File: src/rtl/debounce_scheduler.sv
// debounce_scheduler: debounces N raw push-buttons with a single shared timer.
// A round-robin scan hands the timer to the next button whose synchronized
// level differs from its debounced level. The change is committed only after
// the new level has held for DEBOUNCE_TIME cycles. A commit raises a
// one-cycle pressed/released pulse and records the button index in code.
module debounce_scheduler #(
  parameter int N             = 4,
  parameter int DEBOUNCE_TIME = 50000,
  localparam int CW           = ($clog2(N) > 1) ? $clog2(N) : 1
) (
  input  logic          clk,
  input  logic          rst_n,
  input  logic [N-1:0]  buttons,
  input  logic          enable,
  output logic [N-1:0]  stable,
  output logic          pressed,
  output logic          released,
  output logic [CW-1:0] code,
  output logic          busy
);

  localparam int TW = ($clog2(DEBOUNCE_TIME) > 1) ? $clog2(DEBOUNCE_TIME) : 1;
  localparam logic [CW-1:0] LAST_IDX  = CW'(N - 1);
  localparam logic [TW-1:0] TIMER_END = TW'(DEBOUNCE_TIME - 1);

  typedef enum logic [1:0] {
    SCAN   = 2'd0,
    COUNT  = 2'd1,
    COMMIT = 2'd2
  } state_t;

  state_t        state_q;
  logic [N-1:0]  sync_meta_q;
  logic [N-1:0]  sync_q;
  logic [N-1:0]  stable_q;
  logic [CW-1:0] idx_q;
  logic [CW-1:0] owner_q;
  logic [CW-1:0] code_q;
  logic [TW-1:0] timer_q;
  logic          pressed_q;
  logic          released_q;
  logic [CW-1:0] idx_inc_d;
  logic [CW-1:0] owner_inc_d;

  // Wrapping successors of the scan pointer and of the timer owner.
  assign idx_inc_d   = (idx_q == LAST_IDX) ? '0 : idx_q + 1'b1;
  assign owner_inc_d = (owner_q == LAST_IDX) ? '0 : owner_q + 1'b1;

  // Two-flop synchronizer; all later decisions use sync_q only.
  always_ff @(posedge clk or negedge rst_n) begin
    if (!rst_n) begin
      sync_meta_q <= '0;
      sync_q      <= '0;
    end else begin
      sync_meta_q <= buttons;
      sync_q      <= sync_meta_q;
    end
  end

  // Scan / count / commit sequencer with registered outputs.
  always_ff @(posedge clk or negedge rst_n) begin
    if (!rst_n) begin
      state_q    <= SCAN;
      idx_q      <= '0;
      owner_q    <= '0;
      timer_q    <= '0;
      stable_q   <= '0;
      code_q     <= '0;
      pressed_q  <= 1'b0;
      released_q <= 1'b0;
    end else begin
      pressed_q  <= 1'b0;
      released_q <= 1'b0;
      case (state_q)
        SCAN: begin
          if (enable) begin
            if (sync_q[idx_q] != stable_q[idx_q]) begin
              owner_q <= idx_q;
              timer_q <= '0;
              state_q <= COUNT;
            end else begin
              idx_q <= idx_inc_d;
            end
          end
        end
        COUNT: begin
          if (!enable) begin
            // Leave the pointer on the owner so it is rechecked first.
            idx_q   <= owner_q;
            state_q <= SCAN;
          end else if (sync_q[owner_q] == stable_q[owner_q]) begin
            // Input reverted: a bounce. Move on so others are not starved.
            idx_q   <= owner_inc_d;
            state_q <= SCAN;
          end else if (timer_q == TIMER_END) begin
            stable_q[owner_q] <= ~stable_q[owner_q];
            code_q            <= owner_q;
            pressed_q         <= ~stable_q[owner_q];
            released_q        <= stable_q[owner_q];
            state_q           <= COMMIT;
          end else begin
            timer_q <= timer_q + 1'b1;
          end
        end
        COMMIT: begin
          idx_q   <= owner_inc_d;
          state_q <= SCAN;
        end
        default: begin
          state_q <= SCAN;
        end
      endcase
    end
  end

  assign stable   = stable_q;
  assign pressed  = pressed_q;
  assign released = released_q;
  assign code     = code_q;
  assign busy     = (state_q != SCAN);

endmodule

File: config.mk
export PLATFORM = sky130hd
export DESIGN_NAME = debounce_scheduler
export DESIGN_NICKNAME = d
export VERILOG_FILES = /design/src/rtl/debounce_scheduler.sv
export SDC_FILE = /design/constraint.sdc
export NUM_CORES = 1
export LEC_CHECK = 0
export BUFFER_PORTS_ARGS = -buffer_cell sky130_fd_sc_hd__buf_4
export CAP_MARGIN = 40
export CORE_ASPECT_RATIO = 0.5
export CORE_MARGIN = 2
export CORE_UTILIZATION = 50
export DETAILED_ROUTE_END_ITERATION = 12
export PLACE_DENSITY = 0.65
export SYNTH_ARGS = -nofsm -noshare
export SYNTH_HDL_FRONTEND = slang
export SYNTH_SLANG_ARGS = --single-unit
File: constraint.sdc
create_clock -name clk -period 2.78 [get_ports clk]
set_input_delay 0.139 -clock clk [delete_from_list [all_inputs] [get_ports clk]]
set_output_delay 0.139 -clock clk [all_outputs]
set_load 0.03 [all_outputs]
==> results of run 1 <==
## cells in the mapped netlist, types with 2 or more instances
cell type,number,share of area
dfrtp_1,38,0.46
nand2_1,28,0.051
nor2_1,11,0.020
o21ai_0,11,0.027
a21oi_1,10,0.024
ha_1,9,0.055
mux2_2,9,0.049
nand3_1,9,0.022
inv_1,8,0.015
xor2_1,5,0.021
a31oi_1,4,0.012
mux2i_1,4,0.019
nand4_1,4,0.012
a2bb2oi_1,3,0.013
nand2b_1,3,0.0091
o31ai_1,3,0.011
and3_1,2,0.0061
and4_1,2,0.0085
buf_2,2,0.0048
clkbuf_1,2,0.0036
mux4_2,2,0.022
nor4_1,2,0.0061
nor4b_1,2,0.0085
o211ai_1,2,0.0073
## cells by family (layout without fill, tap and decap cells)
kind of cell	Yosys count	in the layout	synth area share
AO/OA/AOI/OAI	43	43	0.144
XOR/XNOR	5	5	0.0212
adder cells (fa/ha/maj)	9	9	0.0545
buffers and inverters	15	38	0.0327
flip-flops	38	38	0.460
multiplexers	16	16	0.0975
AND/OR/NAND/NOR	72	72	0.190
## layout make-up
class                           instances  area, um^2  share of cell area
Clock buffer                            6        82.6              0.0349
Multi-Input combinational cell        145        1050               0.443
Clock inverter                          2        12.5             0.00529
Inverter                                9        33.8              0.0143
Timing Repair Buffer                   21         170              0.0720
Sequential cell                        38         951               0.402
Tap cell                               54        67.6              0.0286
## layer usage
metal,global-route usage,wire [um],up-vias
li1,-,-,770
met1,0.281,2040,779
met2,0.304,1820,42
met3,0.0612,234,5
met4,0.0604,42,0
met5,0,0,-
## repair_timing
action                                 4_1_cts  5_1_grt
hold buffers                                 5        0
gates resized for setup                      0        0
endpoints found under the hold margin       42        0
## registers in the layout, summed over array words and instances, names as in the netlist
signal       cells
stable           4
released         1
state_q          2
sync_q           4
sync_meta_q      4
timer_q         16
code             2
idx_q            2
owner_q          2
pressed          1
## where the power goes
| group | leakage (nW) | switching, W | total, W | internal, W |
|---|---|---|---|---|
| Sequential | 0.492 | 0.000119 | 0.000756 | 0.000637 |
| Clock | 0.0472 | 0.000206 | 0.000406 | 0.000199 |
| Combinational | 0.515 | 0.000391 | 0.000665 | 0.000274 |
## per-stage QoR
stage	area [um^2]	cells	hold WS, ps	power (W)
after floorplan	2070	198	-157	0.00126
after global placement	2220	262	132	0.00140
after detailed placement	2220	262	127	0.00142
after CTS	2360	275	210	0.00182
after global routing	2360	275	260	0.00196
final	2360	275	225	0.00183
## worst reg2reg max path: stages, from the launching register on
cell and delay, ps:
dfrtp_1 410, ha_1 230, and3_1 270, nand4_2 180, nand4_4 200, nor4_1 480, a2bb2oi_1 210, o21ai_0 110
## path summary, 6_finish.rpt
kind | start | to | slack [ps] | cells after the start
max reg2reg | timer_q[0] | timer_q[14] | 540 | 7
max in group asynchronous | rst_n | timer_q[7] | 2110 | 2
min | enable | state_q[0] | 230 | 3
min in group asynchronous | rst_n | sync_meta_q[0] | 330 | 2
max | timer_q[0] | timer_q[14] | 540 | 7
min reg2reg | sync_meta_q[2] | sync_q[2] | 350 | 0
## cell usage in the layout (no fill, tap or decap), types with 3 or more instances in the layout
master | synthesis | routed
dfrtp_1 | 38 | 38
nand2_1 | 28 | 28
buf_4 | 0 | 16
o21ai_0 | 11 | 11
nor2_1 | 11 | 11
a21oi_1 | 10 | 10
mux2_2 | 9 | 9
nand3_1 | 9 | 9
ha_1 | 9 | 9
inv_1 | 8 | 8
clkbuf_8 | 0 | 6
xor2_1 | 5 | 5
dlygate4sd3_1 | 0 | 5
mux2i_1 | 4 | 4
a31oi_1 | 4 | 4
nand4_1 | 4 | 4
o31ai_1 | 3 | 3
a2bb2oi_1 | 3 | 3
nand2b_1 | 3 | 3
==> metrics.cfg, run 1 <==
[floorplanning]
ios = 16
initial_core_util = 0.526
die-area_um2 = 4690
dieWidth_um = 94.9
die_h_um = 49.5
core_area_um2 = 3920
row_count = 16

[layout]
layout-drive-gt1-share = 0.199
fin_util = 0.603
nFillCells = 338
area_growth_syn_to_layout_pct = 14.5
finish.net_count = 236
antennaDiodeCount = 0

[sta]
slew_headroom = 0.599
min_period_ps = 2240
clock_skew_ps = 6.25
finalCritPeriodShare = 0.807
fin_setup_tns_ps = 0
hold_viol_final = 0
worstMarginPinSlew_ps = 595
slew_violations = 0
max_freq_mhz = 446
finalSetupViolations = 0
rsz0062_at_grt = false
setup_ws_ps = 538

[global_routing]
grt_pass1_vias = 1565
overflow = 0
grt_pass1_wl_um = 7170
antenna_found_initial = 0
track_usage = 0.201
grt_max_degree = 39

[critical_path]
cp_num_buf_inv = 0
startpoint_type = flip-flop
slowest_stage = nor4_1
critPathCaptureType = flip-flop
critPathKind = flip-flop to flip-flop
crit_chain = ha_1 > and3_1 > nand4_2 > nand4_4 > nor4_1 > a2bb2oi_1 > o21ai_0
crit_arrival_ps = 2410
path_delay_family = simple AND/OR/NAND/NOR gates
worst-path-max-fanout = 9
slowest_delay_ps = 480
cp.required_ps = 2940

[pwr]
p_per_area_nw_per_um2 = 772
ir_drop_mv = 0.438
p_leak_nw = 1.05

[synthesis]
yosysWarningCount = 0
syn_inst = 198
synth_area_um2 = 2070
synthDistinctLibCells = 47
ys_seq_area_frac = 0.460
synth_fp_nets = 214
synth-main-ff-cell = dfrtp_1
synth_seq_cells = 38
async_reset_ff_frac = 1.00
synth-edff-count = 0
postSynthAreaPerCell_um2 = 10.4

[routing]
vias_per_cell = 5.80
wl_per_cell_um = 15.1
ant_nets = 0
drc = 0
dr.pass1.iters = 4
wirelength_um = 4140
vias = 1596
first_iter_violations = 58

[placed_design]
port_buffers = 15
dp_slack_ps = 588
hpwl_um = 2930
place_congestion = 0.844

[clock_network]
cts_buffers = 5
h-tree-depth = 2
cts-root-buf = clkbuf_8
cts_tree = done
post_cts_buffers = 0
clk_pin_slew_ps = 80
clock_path_buffers = 2
cts.sinks = 38
clock_latency_ps = 290

[run]
max_cap_viol_count = 0

[outcome]
outcome = finished clean

[hold_path]
hold_path.class = input port to flip-flop

Power figures use the tool's default switching activity.
==> run 2: changes to the inputs <==
Settings changed: ABC_AREA set to 1.
Clock period 2.78 ns to 2.3 ns, I/O delays scaled along.
==> metrics.cfg, run 2 <==
[sta]
slew_headroom = 0.664  ; was 0.599
hold_viol_final = 0  ; unchanged
worstMarginPinSlew_ps = 503  ; was 595 ps
max_freq_mhz = 526  ; was 446 MHz
rsz0062_at_grt = false  ; unchanged
finalSetupViolations = 0  ; unchanged
slew_violations = 0  ; unchanged
finalCritPeriodShare = 0.826  ; was 0.807
fin_setup_tns_ps = 0  ; unchanged
clock_skew_ps = 5.18  ; was 6.25 ps
min_period_ps = 1900  ; was 2240 ps

[global_routing]
track_usage = 0.219  ; was 0.201
overflow = 0  ; unchanged
grt_max_degree = 39  ; unchanged
grt_pass1_vias = 1930  ; was 1565
grt_pass1_wl_um = 9110  ; was 7170 um
antenna_found_initial = 0  ; unchanged

[critical_path]
cp.required_ps = 2480  ; was 2940 ps
path_delay_family = simple AND/OR/NAND/NOR gates  ; unchanged
worst-path-max-fanout = 17  ; was 9
critPathCaptureType = flip-flop  ; unchanged
path_common_cell = nand2_1
startpoint_type = flip-flop  ; unchanged
slowest_delay_ps = 380  ; was 480 ps
crit_arrival_ps = 2080  ; was 2410 ps
slowest_stage = dfrtp_1  ; was nor4_1
cp_num_buf_inv = 2  ; was 0
rrSetupSlack_ps = 400  ; was 540 ps
critPathKind = flip-flop to flip-flop  ; unchanged
crit_chain = inv_1 > ha_1 > inv_1 > nand2_1 > nand2_8 > nand2_8 > nand2_1 > nand2_1  ; was ha_1 > and3_1 > nand4_2 > nand4_4 > nor4_1 > a2bb2oi_1 > o21ai_0

[layout]
antennaDiodeCount = 0  ; unchanged
largest_reg_flops = 16  ; unchanged
nFillCells = 419  ; was 338
area_growth_syn_to_layout_pct = 14.0  ; was 14.5%
mostFrequentLayoutCell = nand2_1  ; was dfrtp_1
layout.cells.non_filler = 412  ; was 275
layout-drive-gt1-share = 0.182  ; was 0.199
finish.net_count = 361  ; was 236
largest-register = timer_q  ; unchanged
design_area_um2 = 2770  ; was 2360 um^2
multiInputGateArea_um2 = 1300  ; was 1050 um^2
final_cell_mix = 93 x nand2_1, 38 x dfrtp_1, 35 x nand3_1  ; was 38 x dfrtp_1, 28 x nand2_1, 16 x buf_4
seqCellArea_um2 = 951  ; unchanged

[pwr]
p_int_w = 0.00148  ; was 0.00111 W
ir_drop_mv = 0.387  ; was 0.438 mV
switching_share = 0.422  ; was 0.392
p_leak_nw = 1.32  ; was 1.05 nW
p_per_area_nw_per_um2 = 922  ; was 772 nW/um^2
p_switching_w = 0.00108  ; was 0.000716 W
clockPowerShare = 0.271  ; was 0.222
p_comb_frac = 0.401  ; was 0.364
p_seq_frac = 0.327  ; was 0.414

[synthesis]
yosys.area.top_type = dfrtp_1  ; unchanged
synth_fp_nets = 339  ; was 214
netlist.area_leader.share = 0.392  ; was 0.460
synth-edff-count = 0  ; unchanged
postSynthAreaPerCell_um2 = 7.51  ; was 10.4 um^2
synth_seq_cells = 38  ; unchanged
yosysMostFrequentCell = nand2_1  ; was dfrtp_1
ys_top_cells_by_area = dfrtp_1 39%, nand2_1 14%, nand3_1 7.2%, nor2_1 4.8%, ha_1 4.6%  ; was dfrtp_1 46%, ha_1 5.5%, nand2_1 5.1%, mux2_2 4.9%, o21ai_0 2.7%
synth-main-ff-cell = dfrtp_1  ; unchanged
syn_inst = 323  ; was 198
ys_seq_area_frac = 0.392  ; was 0.460
synthDistinctLibCells = 30  ; was 47
synth_commonest_cells = 93 x nand2_1, 38 x dfrtp_1, 35 x nand3_1  ; was 38 x dfrtp_1, 28 x nand2_1, 11 x nor2_1, 11 x o21ai_0, 10 x a21oi_1
async_reset_ff_frac = 1.00  ; unchanged
synth_area_um2 = 2430  ; was 2070 um^2
yosysWarningCount = 0  ; unchanged

[outcome]
outcome = finished clean  ; unchanged

[clock_network]
cts-root-buf = clkbuf_8  ; unchanged
h-tree-depth = 2  ; unchanged
cts_resized = 0  ; unchanged
clock_latency_ps = 290  ; about the same
clock_path_buffers = 2  ; unchanged
cts.sinks = 38  ; unchanged
cts_tree = done  ; unchanged
clk_pin_slew_ps = 80  ; about the same
cts_buffers = 5  ; unchanged

[placed_design]
hpwl_um = 3740  ; was 2930 um
post_dp_cell_area_um2 = 2580  ; was 2220 um^2
place_inst = 399  ; was 262
place_congestion = 0.864  ; was 0.844
port_buffers = 15  ; unchanged

[floorplanning]
die-area_um2 = 5460  ; was 4690 um^2
initial_core_util = 0.536  ; was 0.526
dieWidth_um = 103  ; was 94.9 um
ios = 16  ; unchanged
die_h_um = 53.3  ; was 49.5 um
row_count = 17  ; was 16
core_area_um2 = 4530  ; was 3920 um^2

[routing]
wl_met3_um = 242  ; was 234 um
first_iter_violations = 73  ; was 58
wirelength_um = 5200  ; was 4140 um
top_layer = met4  ; unchanged
vias = 2083  ; was 1596
wl_per_cell_um = 12.6  ; was 15.1 um
drc = 0  ; unchanged
routed-wl-met2_um = 2170  ; was 1820 um
ant_nets = 0  ; unchanged
wl_met1_um = 2750  ; was 2040 um
dr.pass1.iters = 4  ; unchanged
vias_per_cell = 5.06  ; was 5.80

[run]
max_cap_viol_count = 0  ; unchanged

[hold_path]
hold_path.class = input port to flip-flop  ; unchanged

run 2: area by class of cell:
| class | instances | area share |
|---|---|---|
| Clock buffer | 5 | 0.0249 |
| Clock inverter | 3 | 0.0249 |
| Inverter | 32 | 0.0461 |
| Multi-Input combinational cell | 247 | 0.469 |
| Sequential cell | 38 | 0.344 |
| Tap cell | 66 | 0.0298 |
| Timing Repair Buffer | 21 | 0.0615 |
run 2: logic make-up after synthesis:
kind of cell    count (synthesis)  share of synthesized area
simple gates                  209                      0.415
buf+inv                        38                     0.0732
flops                          38                      0.392
compound gates                 25                     0.0588
fa+ha+maj                       9                     0.0464
xor+xnor                        4                     0.0144
run 2: worst register-to-register path, cell delays in order (launching register included):
cell	delay, ps
dfrtp_1	380
inv_1	80
ha_1	190
inv_1	380
nand2_1	240
nand2_8	220
nand2_8	140
nand2_1	90
nand2_1	60
run 2: final timing paths:
path / from / endpoint / depth (start not counted)
worst min register to register: sync_meta_q[1] / sync_q[1] / 0
worst max-delay path: state_q[1] / timer_q[7] / 8
worst min-delay path: enable / idx_q[0] / 6
worst max register to register: state_q[1] / timer_q[7] / 8
min in group asynchronous: rst_n / sync_meta_q[1] / 2
max in group asynchronous: rst_n / timer_q[15] / 2
run 2: power groups by stage:
stage,combinational [W],clock [W],sequential [W]
6_report,0.00102,0.000692,0.000835
5_1_grt,0.00116,0.000738,0.000847
4_1_cts,0.00103,0.000702,0.000834
3_5_place_dp,0.00102,0,0.000847
3_3_place_gp,0.00101,0,0.000844
2_1_floorplan,0.000900,0,0.000800
run 2: through the flow:
stage | total power (W) | utilization | hold slack, ps | setup WS, ps
2_1_floorplan | 0.00170 | - | -181 | 664
3_3_place_gp | 0.00185 | 0.569 | 105 | 445
3_5_place_dp | 0.00187 | 0.569 | 108 | 389
4_1_cts | 0.00257 | 0.611 | 263 | 369
5_1_grt | 0.00274 | 0.611 | 277 | 222
6_report | 0.00255 | 0.611 | 255 | 400
run 2: routing by layer:
metal / vias up / GRT usage
met4: 0 / 0.0467
li1: 1084 / -
met3: 9 / 0.0542
met2: 48 / 0.342
met5: - / 0
met1: 942 / 0.309
run 2: what timing repair did:
| action | in CTS | in global routing |
|---|---|---|
| buffers inserted | 0 | 0 |
| endpoints found under the hold margin | 42 | 0 |
| hold buffers | 5 | 0 |
==> run 3: changes to the inputs <==
Clock period 2.3 ns to 1.9 ns, I/O delays scaled along.
==> metrics.cfg, run 3 (synthesis results as in run 2) <==
[outcome]
outcome = finished clean  ; unchanged

[layout]
design_area_um2 = 2750  ; was 2770 um^2
antennaDiodeCount = 0  ; unchanged
largest-register = timer_q  ; unchanged
largest_reg_flops = 16  ; unchanged
final_cell_mix = 93 x nand2_1, 36 x dfrtp_1, 35 x nand3_1  ; was 93 x nand2_1, 38 x dfrtp_1, 35 x nand3_1
mostFrequentLayoutCell = nand2_1  ; unchanged
layout-drive-gt1-share = 0.193  ; was 0.182
area_growth_syn_to_layout_pct = 13.4  ; was 14.0%
nFillCells = 424  ; was 419
finish.net_count = 364  ; was 361

[global_routing]
met3_usage = 0.0489  ; was 0.0542
grt_busiest_layer = met2  ; unchanged
track_usage = 0.208  ; was 0.219
grt_max_degree = 39  ; unchanged
met2_usage = 0.364  ; was 0.342
overflow = 0  ; unchanged
use_met1 = 0.270  ; was 0.309
antenna_found_initial = 0  ; unchanged
grt_pass1_wl_um = 8740  ; was 9110 um
grt_pass1_vias = 1965  ; was 1930

[critical_path]
critPathCaptureType = flip-flop  ; unchanged
r2r_start = timer_q[0]  ; was state_q[1]
crit_arrival_ps = 1940  ; was 2080 ps
worst-path-max-fanout = 16  ; was 17
r2r-end = timer_q[5]  ; was timer_q[7]
startpoint_type = flip-flop  ; unchanged
rrSetupSlack_ps = 140  ; was 400 ps
cp.required_ps = 2080  ; was 2480 ps
reg2reg_depth = 9  ; was 8
critPathKind = flip-flop to flip-flop  ; unchanged

[routing]
ant_nets = 0  ; unchanged
vias_per_cell = 5.12  ; was 5.06
vias = 2120  ; was 2083
first_iter_violations = 87  ; was 73
wl_per_cell_um = 12.4  ; was 12.6 um
dr.pass1.iters = 4  ; unchanged
wirelength_um = 5130  ; was 5200 um
drc = 0  ; unchanged

[pwr]
switching_share = 0.448  ; was 0.422
ir_drop_mv = 0.433  ; was 0.387 mV
p_leak_nw = 1.32  ; about the same
clockPowerShare = 0.187  ; was 0.271
p_switching_w = 0.00129  ; was 0.00108 W
p_comb_frac = 0.464  ; was 0.401
total_power_w = 0.00288  ; was 0.00255 W
p_per_area_nw_per_um2 = 1050  ; was 922 nW/um^2
p_seq_frac = 0.349  ; was 0.327
p_int_w = 0.00159  ; was 0.00148 W

[floorplanning]
row_count = 17  ; unchanged
dieWidth_um = 103  ; unchanged
core_area_um2 = 4530  ; unchanged
die-area_um2 = 5460  ; unchanged
initial_core_util = 0.536  ; unchanged
die_h_um = 53.3  ; unchanged
ios = 16  ; unchanged

[run]
max_cap_viol_count = 0  ; unchanged

[sta]
clock_skew_ps = 10.6  ; was 5.18 ps
rsz0062_at_grt = false  ; unchanged
hold_viol_final = 0  ; unchanged
max_freq_mhz = 568  ; was 526 MHz
worstMarginPinSlew_ps = 488  ; was 503 ps
setup_ws_ps = 140  ; was 400 ps
finalCritPeriodShare = 0.926  ; was 0.826
hold-worst-slack_ps = 233  ; was 255 ps
fin_setup_tns_ps = 0  ; unchanged
finalSetupViolations = 0  ; unchanged
slew_violations = 0  ; unchanged
min_period_ps = 1760  ; was 1900 ps
slew_headroom = 0.675  ; was 0.664

[placed_design]
post_dp_cell_area_um2 = 2620  ; was 2580 um^2
hpwl_um = 3750  ; was 3740 um
port_buffers = 15  ; unchanged
dp_slack_ps = 62.4  ; was 389 ps
place_congestion = 0.972  ; was 0.864

[clock_network]
cts_tree = done  ; unchanged
clock_latency_ps = 290  ; about the same
cts_buffers = 5  ; unchanged
cts.sinks = 38  ; unchanged
h-tree-depth = 2  ; unchanged
clk_pin_slew_ps = 80  ; about the same
cts-root-buf = clkbuf_8  ; unchanged
clock_path_buffers = 2  ; unchanged
post_cts_buffers = 0  ; unchanged

[hold_path]
holdPathEnd = state_q[0]  ; was idx_q[0]
hp-start = enable  ; unchanged
hold_path.class = input port to flip-flop  ; unchanged
hold_depth = 5  ; was 6

## run 3: changes by cell type in the layout (fill, tap and decap cells not counted), sizes merged
cell | before | now
bufinv | 2 | 0
buf | 16 | 19
clkinv | 1 | 2
## run 3: layout make-up
type,count,area [um^2],share of cell area
multi-input combinational,247,1300,0.474
sequential,38,953,0.347
timing repair buffer,24,205,0.0746
inverter,32,128,0.0464
tap,66,82.6,0.0300
clock buffer,5,68.8,0.0250
clock inverter,2,10.0,0.00364
## run 3: how the worst max path moves through the flow
stage | depth (start not counted) | from | endpoint | slack (ps)
after CTS | 8 | owner_q[0] | code[0] | 40
final | 9 | timer_q[0] | timer_q[5] | 140
after floorplan | 10 | timer_q[0] | timer_q[2] | 260
after global placement | 8 | owner_q[0] | code[1] | 80
after global routing | 8 | owner_q[0] | code[1] | 3
after detailed placement | 8 | owner_q[0] | code[0] | 60
## run 3: metal layers
layer | vias to the layer above | share of wire
met1 | 971 | 0.48
met3 | 0 | 0.064
met2 | 61 | 0.46
met5 | - | 0
li1 | 1088 | -
met4 | 0 | 0
## run 3: worst max-delay path, stage by stage (launching register included)
cell	delay, ps
dfrtp_2	440
ha_1	250
nand3_1	150
nor2_1	90
a21oi_2	180
nand3_4	120
nand2_8	130
nand2_8	120
nand2_1	90
nand2_1	60
## run 3: power by group through the flow
stage	logic [W]	clock network (W)	registers, W
after floorplan	0.00109	0	0.000969
after global placement	0.00132	0	0.00102
after detailed placement	0.00133	0	0.00102
after CTS	0.00135	0.000549	0.00100
after global routing	0.00150	0.000588	0.00103
final	0.00134	0.000538	0.00101
## run 3: metrics by stage
| stage | cells | utilization |
|---|---|---|
| final | 414 | 0.607 |
| after detailed placement | 402 | 0.577 |
| after global routing | 414 | 0.607 |
| after CTS | 414 | 0.606 |
| after global placement | 402 | 0.577 |
| after floorplan | 323 | - |
## run 3: repair_timing
item,4_1_cts,5_1_grt
hold buffers,5,0
setup endpoints to repair,0,24
hold endpoints to repair,42,0
resized for setup,0,3
